`config.mk`:
```
export PLATFORM = sky130hd
export DESIGN_NAME = tm_run_ctrl
export DESIGN_NICKNAME = d
export VERILOG_FILES = /design/src/rtl/tm_pkg.sv /design/src/rtl/tm_dump_stream.sv /design/src/rtl/tm_run_ctrl.sv
export SDC_FILE = /design/constraint.sdc
export NUM_CORES = 1
export LEC_CHECK = 0
export ABC_CLOCK_PERIOD_IN_PS = 4800
export BUFFER_PORTS_ARGS = -buffer_cell sky130_fd_sc_hd__buf_2
export CAP_MARGIN = 20
export CORE_MARGIN = 2
export CORE_UTILIZATION = 32
export CTS_CLUSTER_SIZE = 25
export DETAILED_ROUTE_END_ITERATION = 8
export RECOVER_POWER = 50
export SLEW_MARGIN = 10
export SYNTH_ARGS = -nofsm -noshare
export SYNTH_HDL_FRONTEND = slang
export SYNTH_SLANG_ARGS = --single-unit
export TNS_END_PERCENT = 100
```
`constraint.sdc`:
```
create_clock -name CLK_66MHZ -period 4.8 [get_ports CLK_66MHZ]
set_input_delay 0.48 -clock CLK_66MHZ [delete_from_list [all_inputs] [get_ports CLK_66MHZ]]
set_output_delay 0.48 -clock CLK_66MHZ [all_outputs]
set_load 0.005 [all_outputs]
```
`src/rtl/tm_pkg.sv`:
```
// tm_pkg: shared widths, head start position and run-status encoding for the TM run controller.
package tm_pkg;
  localparam int TM_ADDR_W = 6;
  localparam int TM_SYM_W = 3;
  localparam int TM_CNT_W = 40;
  localparam logic [TM_ADDR_W-1:0] TM_HEAD_INIT = TM_ADDR_W'(1 << (TM_ADDR_W - 1));
  typedef enum logic [2:0] {
    ST_IDLE   = 3'd0,
    ST_CLEAR  = 3'd1,
    ST_RUN    = 3'd2,
    ST_HALTED = 3'd3,
    ST_LIMIT  = 3'd4,
    ST_ERROR  = 3'd5,
    ST_DUMP   = 3'd6
  } tm_status_e;
endpackage

```
`src/rtl/tm_dump_stream.sv`:
```
// tm_dump_stream: walks the tape pointer and streams one symbol per beat over valid/ready.
module tm_dump_stream
  import tm_pkg::*;
#(
  parameter int ADDR_W = TM_ADDR_W,
  parameter int SYM_W  = TM_SYM_W
) (
  input  logic              clk,
  input  logic              rst_n,
  input  logic              en,
  input  logic              ready,
  input  logic [SYM_W-1:0]  rdata,
  output logic [ADDR_W-1:0] ptr,
  output logic              valid,
  output logic [SYM_W-1:0]  data,
  output logic              last,
  output logic              fin
);
  logic load;
  // once the last beat is loaded no further reads happen; it only waits for acceptance
  assign load = en && (!valid || (ready && !last));
  assign fin = en && valid && last && ready;
  always_ff @(posedge clk or negedge rst_n) begin
    if (!rst_n) begin
      ptr <= '0;
      valid <= 1'b0;
      data <= '0;
      last <= 1'b0;
    end else if (!en) begin
      ptr <= '0;
      valid <= 1'b0;
      last <= 1'b0;
    end else if (load) begin
      data <= rdata;
      last <= &ptr;
      valid <= 1'b1;
      ptr <= ptr + ADDR_W'(1);
    end else if (ready) begin
      valid <= 1'b0;
    end
  end
endmodule

```
`src/rtl/tm_run_ctrl.sv`:
```
// tm_run_ctrl: sequences clear, run, finish and tape dump for the Turing-machine core.
module tm_run_ctrl
  import tm_pkg::*;
#(
  parameter int          ADDR_W     = TM_ADDR_W,
  parameter int          SYM_W      = TM_SYM_W,
  parameter int          CNT_W      = TM_CNT_W,
  parameter int unsigned STEP_LIMIT = 0
) (
  input  logic              CLK_66MHZ,
  input  logic              RESET_N,
  input  logic              start,
  input  logic              abort,
  input  logic              single_step,
  input  logic              step_req,
  output logic              core_rst,
  output logic              core_step_en,
  input  logic              core_halt,
  input  logic              core_err,
  output logic              tape_sel,
  output logic [ADDR_W-1:0] tape_addr,
  output logic              tape_we,
  output logic [SYM_W-1:0]  tape_wdata,
  input  logic [SYM_W-1:0]  tape_rdata,
  output logic [2:0]        status,
  output logic [CNT_W-1:0]  step_count,
  output logic              done,
  input  logic              dump_ready,
  output logic              dump_valid,
  output logic [SYM_W-1:0]  dump_data,
  output logic              dump_last
);
  tm_status_e state, next_state;
  logic [ADDR_W-1:0] clr_addr, ptr;
  logic finished, go, lim_hit, fin, dump_en;
  assign finished = state inside {ST_HALTED, ST_LIMIT, ST_ERROR};
  assign go = start && !abort && (state == ST_IDLE || finished);
  // abort also blocks the step in its own cycle so the count reads back unchanged
  assign core_step_en = state == ST_RUN && !abort && !core_halt && !core_err && (!single_step || step_req);
  assign lim_hit = STEP_LIMIT != 0 && core_step_en && step_count + CNT_W'(1) == CNT_W'(STEP_LIMIT);
  assign core_rst = state == ST_IDLE || state == ST_CLEAR;
  assign tape_sel = state != ST_RUN;
  assign tape_we = state == ST_CLEAR;
  assign tape_wdata = '0;
  assign tape_addr = state == ST_CLEAR ? clr_addr : ptr;
  assign status = state;
  assign dump_en = state == ST_DUMP && !abort;
  always_comb begin
    next_state = state;
    case (state)
      ST_IDLE:                       next_state = start ? ST_CLEAR : ST_IDLE;
      ST_CLEAR:                      next_state = &clr_addr ? ST_RUN : ST_CLEAR;
      ST_RUN:                        next_state = core_err ? ST_ERROR : core_halt ? ST_HALTED : lim_hit ? ST_LIMIT : ST_RUN;
      ST_HALTED, ST_LIMIT, ST_ERROR: next_state = start ? ST_CLEAR : ST_DUMP;
      ST_DUMP:                       next_state = fin ? ST_IDLE : ST_DUMP;
      default:                       next_state = ST_IDLE;
    endcase
    if (abort) next_state = ST_IDLE;
  end
  always_ff @(posedge CLK_66MHZ or negedge RESET_N) begin
    if (!RESET_N) begin
      state <= ST_IDLE;
      clr_addr <= '0;
      step_count <= '0;
      done <= 1'b0;
    end else begin
      state <= next_state;
      clr_addr <= state == ST_CLEAR ? clr_addr + ADDR_W'(1) : '0;
      step_count <= go ? '0 : core_step_en ? step_count + CNT_W'(1) : step_count;
      done <= (abort || go) ? 1'b0 : (next_state inside {ST_HALTED, ST_LIMIT, ST_ERROR}) ? 1'b1 : done;
    end
  end
  tm_dump_stream #(.ADDR_W(ADDR_W), .SYM_W(SYM_W)) u_dump (
    .clk(CLK_66MHZ),
    .rst_n(RESET_N),
    .en(dump_en),
    .ready(dump_ready),
    .rdata(tape_rdata),
    .ptr(ptr),
    .valid(dump_valid),
    .data(dump_data),
    .last(dump_last),
    .fin(fin)
  );
endmodule

```
==> metrics.yaml <==
crit_arrival_ps: 2950
dp_worst_setup_slack_ps: 2100
synth_edf_count: 0
grt_max_degree: 62
outcome: "completed"
rsz0062_at_grt: "false"
postCtsSetupRepairBufs: 0
drtPass1Iterations: 4
startpoint_type: "flop"
slew_headroom_pct: 29.2
hold_viol_final: 0
synth_area_um2: 3300
viasPerCell: 5.04
port_buffers: 70
yosysWarnings: 0
grtUsageMet3_pct: 4.70
cp-end-kind: "flop"
vias: 2881
hpwl_um: 5850
drv_slew: 0
cp_top_family: "simple AND/OR/NAND/NOR gates"
path_cells: "or3b_1, nor4_2, o211ai_1, or4_1, a21oi_1"
grt.busiest_layer: "met2"
place_congestion: 0.799
synthToLayoutAreaGrowth_pct: 20.5
wl_per_cell_um: 14.2
hp-class: "input port to async pin"
crit_buf_inv: 0
holdBufCountCts: 0
synth_cell_type_count: 46
power_density_nw_per_um2: 271
fmax_mhz: 374
dp.cells: 556
start_util_pct: 32.4
dieArea_um2: 11100
setup_viol: 0
fp.coreArea_um2: 10200
cp_data_required_time_ps: 5080
io_pins: 74
clk_pin_slew_worst_paths_ps: 80
drive_gt1_share_pct: 20.9
grt_use_met1_pct: 20.7
power_leakage_nw: 1.78
postCtsResizedCells: 0
wirelength_um: 8150
grt_pass1_vias: 2660
syn_inst: 360
period_share_pct: 55.7
finalCriticalPeriod_ps: 2670
clock_latency_ps: 350
drc: 0
overflow: 0
n_antenna_cell: 0
use_met2_pct: 23.5
cp_max_fo: 16
fill_cells: 1081
drt_iter0_markers: 139
clk_path_buf_depth: 2
crit_slowest_cell: "or4_1"
ys_async_sr_fraction_pct: 100
cts_max_level: 3
clock_skew_ps: 12.4
synth_top_flop_cell: "dfrtp_1"
cts_buffers: 9
max_cap_violations: 0
setup_tns_ps: 0
peakVddDrop_mv: 0.158
dieWidth_um: 106
cts_tree: "yes"
fin_util_pct: 39.0
worst_slack_ps: 2130
multi_input_area_um2: 1640
grt_usage_pct: 15.2
cpPeakStageDelay_ps: 600
ant_nets: 0
cts_sinks: 61
seq_area_frac_synth_pct: 46.3
die_h_um: 106
seqCellArea_um2: 1530
whs_ps: 288
nets: 446
crit_type: "flop to flop"
avgSynthCellArea_um2: 9.16
rows: 37
grt_pass1_wl_um: 13600
antenna_found_initial: 1
synth_seq_cells: 61
worst_slew_pin_slew_ps: 1050
cts_root_buf: "clkbuf_8"
stdcell_count: 572
power breakdown:
part,switching [mW],internal (mW),leakage (nW)
clock,0.221,0.295,0.113
combinational,0.0308,0.0111,0.820
sequential,0.00315,0.516,0.850
total,0.255,0.821,1.78
synthesized netlist by cell type, types with 3 or more instances:
cell type  instances  area share, %
dfrtp_1           61             46
nand2_1           40            4.6
nor2_1            39            4.4
nand3_1           23            3.5
a21oi_1           21            3.2
xor2_1            15            4.0
inv_1             14            1.6
xnor2_1           14            3.7
nand4_1           13            2.5
or3_1              9            1.7
clkbuf_1           8           0.91
o21ai_0            8            1.2
o31ai_1            8            1.8
or4_1              8            1.8
and4_1             7            1.9
nor3_1             7            1.1
nor4_1             7            1.3
nor2b_1            5           0.95
a31o_2             4            1.1
and2_1             4           0.76
mux2_2             4            1.4
nand2b_1           4           0.76
buf_4              3           0.68
ha_1               3            1.1
mux2i_1            3           0.91
o211ai_1           3           0.68
routing by layer:
metal	vias up	wire (µm)
met3	12	485
met1	1372	3820
li1	1422	-
met2	73	3750
met4	2	92
met5	-	8
cells by family after synthesis:
logic type | after synthesis | share of synthesized area (%)
compound gates | 53 | 10.1
flops | 61 | 46.3
mux | 7 | 2.28
buf+inv | 30 | 4.21
other cells | 1 | 0.114
xor+xnor | 29 | 7.70
simple gates | 176 | 28.2
fa+ha+maj | 3 | 1.14
metrics by stage:
| step | instance area (µm²) | power, mW |
|---|---|---|
| global placement | 3760 | 0.571 |
| finish | 3970 | 1.08 |
| CTS | 3990 | 1.09 |
| floorplan | 3300 | 0.548 |
| detailed placement | 3760 | 0.572 |
| global route | 3970 | 1.12 |
worst reg2reg max path: stages (launching register included):
cell	delay, ps
dfrtp_1	570
or3b_1	510
nor4_2	430
o211ai_1	360
or4_1	600
a21oi_1	150
layout by cell type (no fill, tap or decap), types with 3 or more instances in the layout:
master    instances
nor4_1            7
conb_1            3
nor3_1            7
buf_2            60
nand2_1          40
nand3_1          23
or4_1             8
inv_1            14
or3_1             9
clkbuf_8          9
xor2_1           15
nand4_1          13
a31o_2            4
and4_1            7
dfrtp_1          61
mux2i_1           3
o31ai_1           8
clkinv_4          4
xnor2_1          14
and2_1            4
nor2_1           39
a21oi_1          21
clkbuf_1         10
mux2_2            4
o21ai_0           8
nor2b_1           5
o211ai_1          3
ha_1              3
nand2b_1          4
layout make-up:
| class | instances | share of cell area, % |
|---|---|---|
| Tap cell | 136 | 4.28 |
| Multi-Input combinational cell | 271 | 41.3 |
| Clock inverter | 7 | 2.52 |
| Sequential cell | 61 | 38.4 |
| Clock buffer | 9 | 3.12 |
| Timing Repair Buffer | 72 | 8.88 |
| Inverter | 16 | 1.51 |
sequential cells by signal, indices dropped and copies added (netlist names):
signal        flops
u_dump.ptr        6
done              1
u_dump.data       3
u_dump.valid      1
u_dump.last       1
status            3
step_count       40
clr_addr          6
final timing paths:
check,slack [ps],end,cells past startpoint,startpoint
worst min-delay path,290,step_count[23],2,RESET_N
worst min register to register,510,u_dump.data[2],1,u_dump.data[2]
worst max register to register,2130,step_count[31],5,status[1]
min in group CLK_66MHZ,370,u_dump.data[2],2,tape_rdata[2]
max in group asynchronous,3980,u_dump.data[1],2,RESET_N
worst max-delay path,2130,step_count[31],5,status[1]
Note: power is estimated with default switching activity, not from simulation.
